### config.mk
export PLATFORM = sky130hd
export DESIGN_NAME = fb_write_arbiter
export DESIGN_NICKNAME = d
export VERILOG_FILES = /design/src/rtl/fb_write_arbiter.sv
export SDC_FILE = /design/constraint.sdc
export NUM_CORES = 1
export LEC_CHECK = 0
export ABC_AREA = 1
export BUFFER_PORTS_ARGS = -buffer_cell sky130_fd_sc_hd__buf_2
export CORE_ASPECT_RATIO = 1.2
export CORE_MARGIN = 2
export CORE_UTILIZATION = 49
export CTS_BUF_LIST = sky130_fd_sc_hd__clkbuf_2 sky130_fd_sc_hd__clkbuf_4 sky130_fd_sc_hd__clkbuf_8
export DETAILED_ROUTE_END_ITERATION = 6
export HOLD_SLACK_MARGIN = 0.02
export PLACE_DENSITY = 0.87
export SYNTH_ARGS = -nofsm -noshare
export SYNTH_HDL_FRONTEND = slang
export SYNTH_SLANG_ARGS = --single-unit
### constraint.sdc
create_clock -name clk -period 2.25 [get_ports clk]
set_input_delay 0 -clock clk [delete_from_list [all_inputs] [get_ports clk]]
set_output_delay 0 -clock clk [all_outputs]
set_load 0.02 [all_outputs]
### src/rtl/fb_write_arbiter.sv
// Round-robin arbiter sharing the VGA framebuffer write port between NREQ pixel writers.
// Define FB_ARB_ADDR_CHECK_EN to drop beats addressed at or beyond FB_DEPTH and count them on err_cnt.
//
// state | meaning
// IDLE  | no grant; pick next requester after ptr_q
// BURST | gnt_q owns the port; beats paced by VGA_ready

module fb_write_arbiter #(
  parameter int NREQ      = 3,
  parameter int AW        = 19,
  parameter int DW        = 3,
  parameter int MAX_BURST = 640,
  parameter int FB_DEPTH  = 307200
) (
  input  logic               clk,
  input  logic               rst,
  input  logic [NREQ-1:0]    req,
  input  logic [NREQ*AW-1:0] req_addr,
  input  logic [NREQ*DW-1:0] req_data,
  input  logic [NREQ-1:0]    req_last,
  input  logic               VGA_ready,
  output logic [NREQ-1:0]    gnt,
  output logic [NREQ-1:0]    ack,
  output logic               wr_en,
  output logic [AW-1:0]      wr_addr,
  output logic [DW-1:0]      wr_data,
  output logic               busy
`ifdef FB_ARB_ADDR_CHECK_EN
  ,
  output logic [7:0]         err_cnt
`endif
);

  localparam int IW = $clog2(NREQ);
  localparam int CW = $clog2(MAX_BURST + 1);

  typedef enum logic {IDLE, BURST} state_t;

  if (NREQ < 2 || NREQ > 8 || MAX_BURST < 1 || MAX_BURST > 65535 || FB_DEPTH < 1) begin : g_param_err
    $error("fb_write_arbiter: parameter out of range");
  end

  state_t          state_q;
  logic [NREQ-1:0] gnt_q;
  logic [IW-1:0]   gidx_q;
  logic [IW-1:0]   ptr_q;
  logic [CW-1:0]   cnt_q;
  logic            wr_en_q;
  logic [AW-1:0]   wr_addr_q;
  logic [DW-1:0]   wr_data_q;

  logic            sel_req;
  logic            sel_last;
  logic [AW-1:0]   sel_addr;
  logic [DW-1:0]   sel_data;
  logic            beat;
  logic            burst_end;
  logic            in_range;
  logic            pick_vld;
  logic [IW-1:0]   pick_idx;
  logic [IW-1:0]   cand;

  assign sel_req   = req[gidx_q];
  assign sel_last  = req_last[gidx_q];
  assign sel_addr  = req_addr[int'(gidx_q)*AW +: AW];
  assign sel_data  = req_data[int'(gidx_q)*DW +: DW];

  // gnt_q is zero outside BURST, so it alone qualifies the ack
  assign ack       = gnt_q & req & {NREQ{VGA_ready}};
  assign beat      = |ack;
  assign burst_end = !sel_req || (beat && (sel_last || cnt_q == CW'(MAX_BURST - 1)));

  // Scan downward so the candidate closest above ptr_q is the one kept
  always_comb begin
    pick_vld = 1'b0;
    pick_idx = '0;
    cand     = '0;
    for (int k = NREQ; k >= 1; k--) begin
      cand = IW'((int'(ptr_q) + k) % NREQ);
      if (req[cand]) begin
        pick_vld = 1'b1;
        pick_idx = cand;
      end
    end
  end

`ifdef FB_ARB_ADDR_CHECK_EN
  logic [7:0] err_cnt_q;
  assign in_range = 32'(sel_addr) < 32'(FB_DEPTH);
  assign err_cnt  = err_cnt_q;

  always_ff @(posedge clk) begin
    if (rst) begin
      err_cnt_q <= '0;
    end else if (state_q == BURST && beat && !in_range && err_cnt_q != 8'hFF) begin
      err_cnt_q <= err_cnt_q + 8'd1;
    end
  end
`else
  assign in_range = 1'b1;
`endif

  always_ff @(posedge clk) begin
    if (rst) begin
      state_q   <= IDLE;
      gnt_q     <= '0;
      gidx_q    <= '0;
      ptr_q     <= IW'(NREQ - 1);
      cnt_q     <= '0;
      wr_en_q   <= 1'b0;
      wr_addr_q <= '0;
      wr_data_q <= '0;
    end else begin
      wr_en_q <= 1'b0;
      case (state_q)
        IDLE: begin
          if (pick_vld) begin
            state_q <= BURST;
            gidx_q  <= pick_idx;
            gnt_q   <= NREQ'(1) << pick_idx;
          end
        end
        BURST: begin
          if (beat) begin
            wr_en_q   <= in_range;
            wr_addr_q <= sel_addr;
            wr_data_q <= sel_data;
            cnt_q     <= cnt_q + 1'b1;
          end
          if (burst_end) begin
            state_q <= IDLE;
            gnt_q   <= '0;
            ptr_q   <= gidx_q;
            cnt_q   <= '0;
          end
        end
      endcase
    end
  end

  assign gnt     = gnt_q;
  assign wr_en   = wr_en_q;
  assign wr_addr = wr_addr_q;
  assign wr_data = wr_data_q;
  assign busy    = (state_q == BURST);

endmodule
==> results of run 1 <==
==> cells in the final DEF, fill, tap and decap left out <==
cell type / netlist / layout
inv_1: 31 / 31
dlygate4sd3_1: 0 / 25
nor2_4: 1 / 1
nand2_2: 5 / 5
inv_2: 2 / 1
o211ai_1: 1 / 1
a21oi_1: 11 / 11
nor2_2: 2 / 2
bufinv_16: 0 / 1
clkbuf_8: 0 / 6
o21ai_0: 46 / 46
xnor2_1: 1 / 1
nor2_1: 60 / 60
a21oi_4: 1 / 1
clkbuf_4: 0 / 1
nand3_1: 46 / 46
inv_4: 1 / 2
dfxtp_1: 41 / 41
buf_2: 5 / 104
nor3_1: 2 / 2
ha_1: 5 / 5
a21oi_2: 1 / 1
nand2_1: 62 / 62
nand4_1: 6 / 6
nor3b_1: 2 / 2
a21boi_0: 1 / 1
a31oi_1: 22 / 22
buf_4: 0 / 4
==> how the worst min path moves through the flow <==
stage                               end         start  cells past startpoint  slack [ns]
2_1_floorplan     cnt_q[7]$_SDFFE_PP0P_           rst                      1        0.07
6_report        wr_addr[6]$_SDFFE_PP0P_  req_addr[25]                      3        0.02
3_3_place_gp     gidx_q[0]$_SDFFE_PP0P_           rst                      2        0.26
5_1_grt         wr_addr[7]$_SDFFE_PP0P_  req_addr[26]                      3        0.03
3_5_place_dp      cnt_q[7]$_SDFFE_PP0P_           rst                      2        0.26
4_1_cts        wr_addr[18]$_SDFFE_PP0P_  req_addr[37]                      3        0.02
==> per-layer routing <==
| layer | track usage | vias to the layer above | wire length [microns] |
|---|---|---|---|
| met5 | 0 | - | 0 |
| met2 | 0.460 | 131 | 3450 |
| met1 | 0.327 | 1298 | 2920 |
| met4 | 0.102 | 0 | 125 |
| met3 | 0.0812 | 13 | 586 |
| li1 | - | 1470 | - |
==> final cells by class <==
class	instances	area (sq um)	area share
sequential	41	821	0.250
timing repair buffer	133	801	0.244
inverter	34	133	0.0404
multi-input combinational	275	1340	0.408
clock buffer	7	90.1	0.0274
tap	58	72.6	0.0221
clock inverter	1	30.0	0.00914
==> flip-flops by register name, summed over array words and instances (netlist names) <==
register / flops
ptr_q: 2
busy: 1
cnt_q: 10
wr_addr: 19
gnt: 3
wr_en: 1
wr_data: 3
gidx_q: 2
==> worst max-delay path: stages, from the launching register on <==
cell,delay (ns)
dfxtp_1,0.35
nand2_1,0.09
nor2_4,0.10
nor2_2,0.07
inv_1,0.07
nand2_1,0.08
inv_4,0.29
o21ai_0,0.13
a31oi_1,0.16
dlygate4sd3_1,0.57
==> logic make-up (layout without fill, tap and decap cells) <==
family,count (synthesis),after routing
xor+xnor,1,1
flops,41,41
compound gates,83,83
simple gates,186,186
buf+inv,55,175
fa+ha+maj,5,5
==> timing repair <==
| item | CTS | global route |
|---|---|---|
| endpoints found under the setup margin | 0 | 2 |
| hold buffers | 25 | 0 |
| hold endpoints to repair | 28 | 0 |
| gates resized for setup | 0 | 2 |
==> through the flow <==
step	instance area, sq um	power, mW	hold slack (ns)	instances
after global routing	3290	3.21	0.0341	549
final	3290	2.98	0.0228	549
after global placement	2910	2.25	0.262	516
after detailed placement	2910	2.28	0.257	516
after floorplan	2400	1.99	0.0691	371
after CTS	3280	2.95	0.0209	549
==> power breakdown <==
group          internal, mW  switching [mW]  total [mW]
Clock                 0.374           0.255       0.629
Combinational         0.485           0.934        1.42
Sequential            0.839          0.0920       0.931
==> out/results.txt, run 1 <==
The critical path in this run is classified as register to register. By area, the combinational part of the netlist is dominated by simple AND/OR/NAND/NOR gates. TritonCTS built the clock tree.

Number of global-route vias before repair: 2632. The logs give 0 for the total global routing overflow and 0.448 ns for the worst setup slack before clock tree synthesis. The number of fill cells in the layout was 382; the number of nets still failing antenna checks after routing was 0. Sorting the synthesized cells by area gives the leading types as dfxtp_1 34%, nand2_1 9.7%, nand3_1 9.6%. The layout cell share with drive strength beyond 1 is 0.263, and the horizontal die dimension is 67.9 microns.

Overall via count from detail_route: 2912. Setup slack on the worst reg-to-reg path comes out at 0.26 ns. Setup slack closes at 0.264 ns. For this run, the top clock speed supported by timing is 503 MHz.

The layout overhead on the synthesized area came out at 37.0%. The run gives 2 as the number of levels in the clock H-tree. Max-cap violations in this run came to 0. Counting cells, the worst reg-to-reg path comes to 9.

Routability-driven placement finished with a final weighted congestion of 0.846. Total iterations of the first detailed-routing run: 5. In this run the power density over the cells is 906 nW/um^2. The sequential share of the synthesized area was 0.342. Clock tree synthesis selected as its root buffer the cell clkbuf_8.

Synthesis handed over a netlist of 371 instances. Entering global routing, the biggest net connects 46 pins. Ratio of final minimum period to clock period: 0.883. Clock latency at the later pin of the worst-skew pair: 0.30 ns.

The biggest area contributor in the post-synthesis netlist is dfxtp_1. The run gives 0 as the initial antenna violation count. In this run the critical register-to-register path is captured at wr_addr[5]$_SDFFE_PP0P_. Using the TritonRoute via totals, the vias-per-cell ratio works out to 5.30. The number of clock buffers added by TritonCTS is 5. In the synthesized netlist the dominant register cell turns out to be dfxtp_1.

Synthesis inferred 41 register bits. The number of nets in the final layout was 570. The post-route setup TNS is 0 ns, and the overall die height is 80.6 microns.

0 antenna diodes ended up in the layout. Setup violations remaining at the end of the flow were counted as 0. The flow ran to the end, and the final reports show no timing, DRC or antenna violations. The HPWL after detailed placement is 4.62 mm. The mapped netlist covers 2400 sq um.

For the pin with the worst max-slew slack, the measured transition is 0.423 ns. The normalized max-slew margin was 0.718; the static power due to leakage was 1.65 nW. The path class of the lowest-slack min-delay path is input port to register. Launch instance of the worst register-to-register path: gnt[2]$_SDFFE_PP0P_.

The clock transition time at the flip-flop clock pins of the worst setup and hold paths was 0.08 ns. By instance count, the leading cell after synthesis is nand2_1. Fraction of synthesized area in multiplexers: 0. Dividing the detail-routed wire length by the instance count gives 12.9 microns.

The critical path starts at gnt[2]$_SDFFE_PP0P_. For the number of buffers inserted to repair setup after CTS, the log shows 0. The required time reported for the critical path endpoint is 2.49 ns, and the count of endpoints failing hold in the final timing report is 0.

The type of destination of the critical path is a register. The worst-case vdd ir drop came out at 0.000499 V. Row generation in the floorplan step produced 27 rows. The largest driver fanout on the critical path is 45. After detailed routing, the number of remaining DRC violations is 0. During synthesis, Yosys emitted a total of 0 warnings. The number of flops mapped to enable cells by yosys was 0; the core utilization of the finished layout was 0.705. The post-synthesis share of cell area spent on xor and xnor gates was 0.00365; the wire length after detailed routing was 7.08 mm.

Following the worst setup path forward leads to its endpoint at wr_addr[5]$_SDFFE_PP0P_. The tools report the starting utilization of the core area as 0.514. After synthesis, the mean cell area works out to 6.47 sq um. The logs give 0.0126 ns for the clock skew and 225 for the number of violations reported at the end of detailed-routing iteration 0. Final critical delay including setup and external delays: 1.99 ns. The share of the synthesized area in compound gates (AO/OA/AOI/OAI) came out at 0.193. The commonest cells after synthesis are 62 x nand2_1, 60 x nor2_1, 46 x nand3_1, 46 x o21ai_0, 41 x dfxtp_1. In this run the deepest clock path goes through 2 buffers.

Setup repair after global routing left no endpoint under its margin. The first global-routing pass estimated 11.6 mm of wire. The critical path arrival is 2.23 ns. The kind of start point of the critical path is a register. Fraction of synthesized cell area taken by the top area cell type: 0.342. The fraction of synthesis flops using an asynchronous set or reset pin came out at 0.

The number of max-slew violations in the final report is 0, and the count of distinct cell types in the synthesized netlist is 25. The die covers 5470 sq um. Pin placement for this block handled 105 I/O pins. The number of buffer cells added on primary ports was 104; the synthesized netlist net count was 451. The floorplan step defined a core boundary enclosing 4660 sq um. The share of synthesized cell area in and, or, nand and nor gates is 0.336. The adder and majority gate portion of the synthesized area works out to 0.0261.

The total track usage was 0.275. For this design, the sink count on the clock tree is 41.
Note: power is estimated with default switching activity, not from simulation.
==> run 2: changes to the inputs <==
--- a/config.mk
+++ b/config.mk
@@ -5,7 +5,6 @@
 export SDC_FILE = /design/constraint.sdc
 export NUM_CORES = 1
 export LEC_CHECK = 0
-export ABC_AREA = 1
 export BUFFER_PORTS_ARGS = -buffer_cell sky130_fd_sc_hd__buf_2
 export CORE_ASPECT_RATIO = 1.2
 export CORE_MARGIN = 2
==> run 2 against run 1 <==
Compared with the run above: combinational power fell by 59%; cell count fell by 18%; core utilization fell by 4.0 points; register-to-register slack got worse by 0.21 ns; synthesized cell count fell by 21%; final area fell by 5.7%; non-clock buffer count fell by 20; clock skew fell by 0.0056 ns; critical path type unchanged.
==> out/results.txt, run 2 <==
The tree is rooted in a clkbuf_8. The fraction of synthesis flops using an asynchronous set or reset pin was 0. The worst-case vdd ir drop came out at 0.000554 V. Prior to clock tree synthesis, the placed netlist has a worst setup slack of -0.0357 ns.

By count the netlist is led by 46 x nor2_1, 41 x dfxtp_1, 39 x a21oi_1. The flow ran to the end, and the final reports show no timing, DRC or antenna violations. The synthesized design contains 41 register bits. The die outline area was 5480 sq um.

The run gives 821 sq um as the sequential cell area. After clock tree synthesis, the clock-pin slew on the worst setup and hold paths is 0.08 ns. In this run the worst path has a maximum fanout of 15.

The register with the most flip-flops in the layout has 19 of them. The number of hold buffers added after CTS was 0. At the end of routability-driven placement, the weighted congestion stood at 0.876. The setup violation total in the final timing report came out at 0. The fraction of synthesized cell area taken by the top area cell type is 0.342, and the number of fill cells in the layout is 394. After the first detailed-routing iteration, the DRC count stood at 113. The library cells used most frequently in the layout, excluding fill and tap cells, are 104 x buf_2, 46 x nor2_1, 41 x dfxtp_1. The number of global-route vias before repair was 2239. The logs give 0 for the post-route DRC violation count and 2950 sq um for the instance area after placement. The tools report the standard-cell row count as 27. The final standard cell area without fillers is 3100 sq um, and the depth of the most critical reg-to-reg path is 6.

The layout cell share with drive strength beyond 1 came out at 0.335. The initial antenna violation count is 0. Pin placement for this block handled 105 I/O pins. The starting utilization of the core area is 0.515, and the normalized max-slew margin is 0.476.

Setup repair after global routing left no endpoint under its margin. The largest total area in the synthesized netlist belongs to dfxtp_1. Dividing the synthesized area by the synthesized cell count gives 8.19 sq um.

The tools report the wire length after detailed routing as 6.45 mm. The die is 80.7 microns tall. Counting I/O delays and the setup requirement, the final critical path takes 2.20 ns. Ratio of final minimum period to clock period: 0.978. The logs give 0 for the total global routing overflow and 0 for the max-capacitance violation count.

The run gives 373 as the synthesized netlist net count. The transition at the pin with the smallest max-transition slack is 0.778 ns, and the number of nets still failing antenna checks after routing is 0. For the final database, setup skew stands at 0.00697 ns. The maximum number of pins on one net before global-route repair was 45.

The most used flip-flop cell after synthesis is dfxtp_1. 0 antenna diodes ended up in the layout. The worst hold path belongs to the class input port to register. At the end of the flow, the number of nets in the layout was 473. The required time reported for the critical path endpoint came out at 2.39 ns. The cell area that synthesis handed to floorplanning was 2400 sq um.

Summing internal, switching and leakage power gives 2.07 mW. STA classifies the critical path startpoint as a register. The first detailed-routing pass took 5 iterations. Yosys mapped the design onto 48 distinct sky130hd cell types. The setup path with the least slack is of type register to register. Once detailed placement completed, the half-perimeter wirelength came to 4.85 mm. In this run the static leakage power is 1.34 nW.

The count of endpoints failing hold in the final timing report was 0; the cell area power density was 666 nW/um^2. After detailed routing, the number of vias per cell comes to 5.66. In the post-synthesis netlist, the cell with the most instances is nor2_1.

The tools report the fmax as 454 MHz. The total area inside the core boundary comes to 4660 sq um. The tools report the hold slack as 0.0324 ns. The number of instances on the worst hold path came out at 3.

The logs give 0.342 for the sequential share of the synthesized area and 9.69 mm for the wire length of the first global-routing pass. The overall via count from detail_route was 2559; the smallest setup slack after layout was 0.0494 ns. The tools report the number of max-slew violations in the final report as 0. Ranked by total cell area, the synthesized netlist is headed by dfxtp_1 34%, mux2i_1 10%, a21oi_1 8.1%. The number of buffer cells added on primary ports works out to 104. The layout overhead on the synthesized area came out at 29.2%. Most common cell after layout, fill and taps aside: buf_2. The clock passes through at most 2 buffers.

The horizontal die dimension was 67.9 microns. The total clock buffers created by CTS is 5, and the clock latency at the later pin of the worst-skew pair is 0.29 ns. TritonCTS built the clock tree. Counting flops with a built-in enable in the synthesized netlist gives 0.

The number of levels in the clock H-tree came out at 2. The worst setup path is captured at a register. Summing all multi-input logic gate instances after layout gives 1440 sq um. The clock drives 41 sinks. The final routed wire length divided by cell count works out to 14.3 microns. During synthesis, Yosys emitted a total of 0 warnings. Synthesis handed over a netlist of 293 instances. The total track usage was 0.231.

Critical path arrival: 2.34 ns.
==> run 2: changes by cell type after synthesis, sizes merged, moves of 17 or more <==
cell,change
inv,-23
a211oi,+23
a31oi,-22
nand3,-35
nor2,-17
o21ai,-41
mux2i,+24
a21oi,+26
nand2,-56
==> run 2: cell families (layout without fill, tap and decap cells) <==
family | Yosys count | count (layout) | synth area share
muxes | 24 | 24 | 0.100
AOI/OAI and AO/OA | 90 | 90 | 0.258
and+or+nand+nor | 102 | 102 | 0.211
buffers and inverters | 31 | 132 | 0.0626
DFF | 41 | 41 | 0.342
adders and majority gates | 5 | 5 | 0.0261
==> run 2: worst paths after layout <==
kind,slack [ns],to,from
max,0.05,gnt[0]$_SDFFE_PP0P_,cnt_q[1]$_SDFFE_PP0P_
max reg2reg,0.05,gnt[0]$_SDFFE_PP0P_,cnt_q[1]$_SDFFE_PP0P_
min,0.03,wr_addr[18]$_SDFFE_PP0P_,req_addr[56]
min reg2reg,0.50,wr_addr[3]$_SDFFE_PP0P_,wr_addr[3]$_SDFFE_PP0P_
==> run 2: report_power, final <==
group          internal [mW]  switching [mW]  total [mW]
Combinational          0.245           0.333       0.579
Clock                  0.441           0.248       0.688
Sequential             0.764          0.0345       0.799
Total                   1.45           0.615        2.07
==> run 2: cell type report <==
class / count / area share
multi-input combinational: 221 / 0.466
sequential: 41 / 0.265
timing repair buffer: 113 / 0.190
tap: 58 / 0.0234
clock buffer: 5 / 0.0222
clock inverter: 3 / 0.0210
inverter: 11 / 0.0133
==> run 2: critical path, cell delays in order, from the launching register on <==
cell and delay [ns]:
dfxtp_1 0.41, ha_1 0.24, nand3_1 0.15, nor4_1 0.71
nor3_4 0.21, o211ai_1 0.24, a21oi_1 0.10
==> run 2: metal layers <==
layer  wire (microns)  up-vias  part of all wire  global-route usage
li1                 -     1277                 -                   -
met1             2480     1154              0.38               0.256
met2             3290      111              0.51               0.417
met3              547       17             0.085              0.0518
met4              141        0             0.022              0.0900
met5                0        -                 0                   0
==> run 2: metrics by stage <==
step | TNS, ns | std cells | util
final | 0 | 452 | 0.665
after global routing | 0 | 452 | 0.665
after floorplan | 0 | 293 | -
after detailed placement | -0.0357 | 444 | 0.633
after CTS | 0 | 452 | 0.663
after global placement | 0 | 444 | 0.633
==> run 2: timing repair <==
item | in CTS | in global routing
pin swaps | 0 | 0
resized for setup | 1 | 1
hold endpoints to repair | 0 | 0
setup buffers | 0 | 0
setup endpoints to repair | 1 | 5
==> run 3: changes to the inputs <==
--- a/config.mk
+++ b/config.mk
@@ -7,11 +7,9 @@
 export LEC_CHECK = 0
 export BUFFER_PORTS_ARGS = -buffer_cell sky130_fd_sc_hd__buf_2
 export CORE_ASPECT_RATIO = 1.2
-export CORE_MARGIN = 2
 export CORE_UTILIZATION = 49
 export CTS_BUF_LIST = sky130_fd_sc_hd__clkbuf_2 sky130_fd_sc_hd__clkbuf_4 sky130_fd_sc_hd__clkbuf_8
 export DETAILED_ROUTE_END_ITERATION = 6
-export HOLD_SLACK_MARGIN = 0.02
 export PLACE_DENSITY = 0.87
 export SYNTH_ARGS = -nofsm -noshare
 export SYNTH_HDL_FRONTEND = slang
==> constraint.sdc (replaced) <==
create_clock -name clk -period 2.25 [get_ports clk]
set_input_delay 0.1125 -clock clk [delete_from_list [all_inputs] [get_ports clk]]
set_output_delay 0.1125 -clock clk [all_outputs]
set_load 0.02 [all_outputs]
==> run 3 against run 2 <==
Compared with the run above: maximum frequency up 7.0%; highest routed layer unchanged; worst hold slack better by 0.12 ns; sequential share of layout area up 0.12 points; die area down 5.4%; core utilization down 0.19 points; wire length down 1.3%; cell count down 0.44%; first-iteration DRC count up 2.7%; clock-buffer cell count up 1; setup slack better by 0.14 ns.
==> out/results.txt, run 3 (synthesis gave the netlist of run 2 again) <==
The flow ran to the end, and the final reports show no timing, DRC or antenna violations. The run gives 0.515 as the starting utilization of the core area. The logs give 0.870 for the routability congestion estimate from global placement and 0.148 ns for the hold slack.

For the HPWL after detailed placement, the log shows 4.60 mm. The critical path starts at ptr_q[1]$_SDFFE_PP1P_. The ratio of final minimum period to clock period was 0.914. Portion of total power attributed to combinational logic: 0.291.

The worst setup path is captured at a register. The clock skew was 0.00543 ns. The worst register-to-register path begins at ptr_q[1]$_SDFFE_PP1P_. The number of violations reported at the end of detailed-routing iteration 0 was 116. The overall die height is 78.7 microns. Overall power consumption after layout is estimated at 1.99 mW.

Dividing the detail-routed wire length by the instance count gives 14.1 microns. TritonCTS built the clock tree. For the total iterations of the first detailed-routing run, the log shows 4. The number of max-slew violations in the final report is 0. Entering global routing, the biggest net connects 45 pins. The tools report the net switching component of the power as 623 uW. In this run the horizontal extent of the chip is 65.9 microns. The wire length of the first global-routing pass came out at 10.3 mm. In this run the worst hold path is classified as input port to register. Along the worst path, the maximum fanout reaches 6.

For this design the static power due to leakage is 1.32 nW. The tools report the number of nets still failing antenna checks after routing as 0. The H-tree was split into 2 levels.

Dividing total power by cell area gives a power density of 645 nW/um^2. The number of flip-flops in the largest register works out to 19. Max-cap violations in this run came to 0. The run gives 2343 as the number of global-route vias before repair.

The total area inside the core boundary comes to 4660 sq um. In the routed layout, each cell is associated on average with a via count of 5.67. The number of clock buffers added by TritonCTS is 5. Counting every sink on the clock net gives 41.

The run gives 0.308 as the relative contribution of the clock network to total power. The transition at the pin with the smallest max-transition slack came out at 0.768 ns. The count of endpoints failing hold in the final timing report came out at 0.

At the end of the flow, the number of nets in the layout was 471. The initialized floorplan defines 27 standard-cell rows. The final standard cell area without fillers is 3090 sq um, and the post-route setup TNS is 0 ns. The number of buffer cells added on primary ports was 104; the overall via count from detail_route was 2553. The clock latency at the later pin of the worst-skew pair is 0.29 ns, and the worst-case vdd ir drop is 0.000287 V. In this run the register-to-register setup slack is 0.19 ns. The library cell used most frequently in the layout, excluding fill and tap cells, is buf_2. The tools report the library cell used as clock root buffer as clkbuf_8. The required time reported for the critical path endpoint came out at 2.47 ns. The kind of start point of the critical path was a register.

Clock-pin slew was measured on the worst setup and hold paths at 0.08 ns. The layout overhead on the synthesized area is 28.8%, and the initial antenna violation count is 0. The fmax came out at 486 MHz.

The wire length after detailed routing was 6.37 mm. The top cell types in the final layout, fill and taps aside, are 104 x buf_2, 46 x nor2_1, 40 x dfxtp_1. Die outline area: 5180 sq um.

Number of inserted diodes: 0. The total track usage is 0.252. Summing all placed instances gives a cell area of 2940 sq um. The tools report the endpoint of the most critical setup path as gnt[0]$_SDFFE_PP0P_. In the routed design, unresolved DRC markers number 0.

The logs give 0.401 for the sequential cell fraction of total power and 2.28 ns for the critical path arrival. The setup violation total in the final timing report came out at 0. Setup repair after global routing left no endpoint under its margin. The depth of the most critical reg-to-reg path is 7, and the total global routing overflow is 0.

The final critical delay including setup and external delays works out to 2.06 ns. The fraction of power spent switching nets came out at 0.312. The layout cell share with drive strength beyond 1 was 0.339.

The number of top-level pins was 105. The endpoint identified for the worst register-to-register timing path is gnt[0]$_SDFFE_PP0P_. The tools report the normalized max-slew margin as 0.488. The cell internal power dissipation came out at 1.37 mW. The clock passes through at most 2 buffers. The critical path in this run is classified as register to register.
-- run 3: cell types whose count changed in the layout (fill, tap and decap cells not counted), sizes merged --
cell      delta
buf          -2
bufinv       -1
clkbuf       +1
clkinv       -1
clkinvlp     +1
-- run 3: power by group through the flow --
stage | Clock [mW] | Combinational [mW] | Sequential (mW)
6_report | 0.615 | 0.580 | 0.799
4_1_cts | 0.624 | 0.567 | 0.797
3_3_place_gp | 0 | 0.542 | 0.811
2_1_floorplan | 0 | 0.359 | 0.842
3_5_place_dp | 0 | 0.557 | 0.814
5_1_grt | 0.659 | 0.642 | 0.804
-- run 3: area by class of cell --
class | instances | area (sq um)
clock inverter | 2 | 37.5
inverter | 11 | 41.3
fill | 381 | 1570
timing repair buffer | 111 | 573
multi-input combinational | 221 | 1460
sequential | 41 | 822
clock buffer | 6 | 82.6
tap | 58 | 72.6
-- run 3: worst min-delay path by stage --
stage	start	to	cells past startpoint
5_1_grt	req_addr[49]	wr_addr[11]$_SDFFE_PP0P_	3
6_report	req_addr[44]	wr_addr[6]$_SDFFE_PP0P_	3
4_1_cts	req_addr[56]	wr_addr[18]$_SDFFE_PP0P_	3
2_1_floorplan	rst	ptr_q[1]$_SDFFE_PP1P_	2
3_5_place_dp	req_addr[44]	wr_addr[6]$_SDFFE_PP0P_	3
3_3_place_gp	req_addr[54]	wr_addr[16]$_SDFFE_PP0P_	3
-- run 3: critical path, cell delays in order, from the launching register on --
cell and delay [ns]:
dfxtp_1 0.40, inv_1 0.10, ha_1 0.24, a21bo_1 0.22, o211ai_2 0.24, o22ai_1 0.14, or4b_1 0.51, a21oi_1 0.14
-- run 3: through the flow --
stage	cells	util	setup slack, ns
floorplan	293	-	0.271
global placement	442	0.630	0.107
detailed placement	442	0.630	0.0412
CTS	450	0.657	0.0226
global route	450	0.663	0.0149
finish	450	0.663	0.194
-- run 3: timing repair --
item / in CTS / in global routing
gates resized for setup: 1 / 4
buffers inserted: 0 / 0
hold buffers: 0 / 0
endpoints found under the setup margin: 1 / 11
-- run 3: per-layer routing --
metal  GRT usage  vias to the layer above  part of all wire
li1            -                     1268                 -
met1       0.287                     1150              0.41
met2       0.451                      118              0.50
met3      0.0610                       17             0.078
met4      0.0761                        0             0.019
met5           0                        -                 0
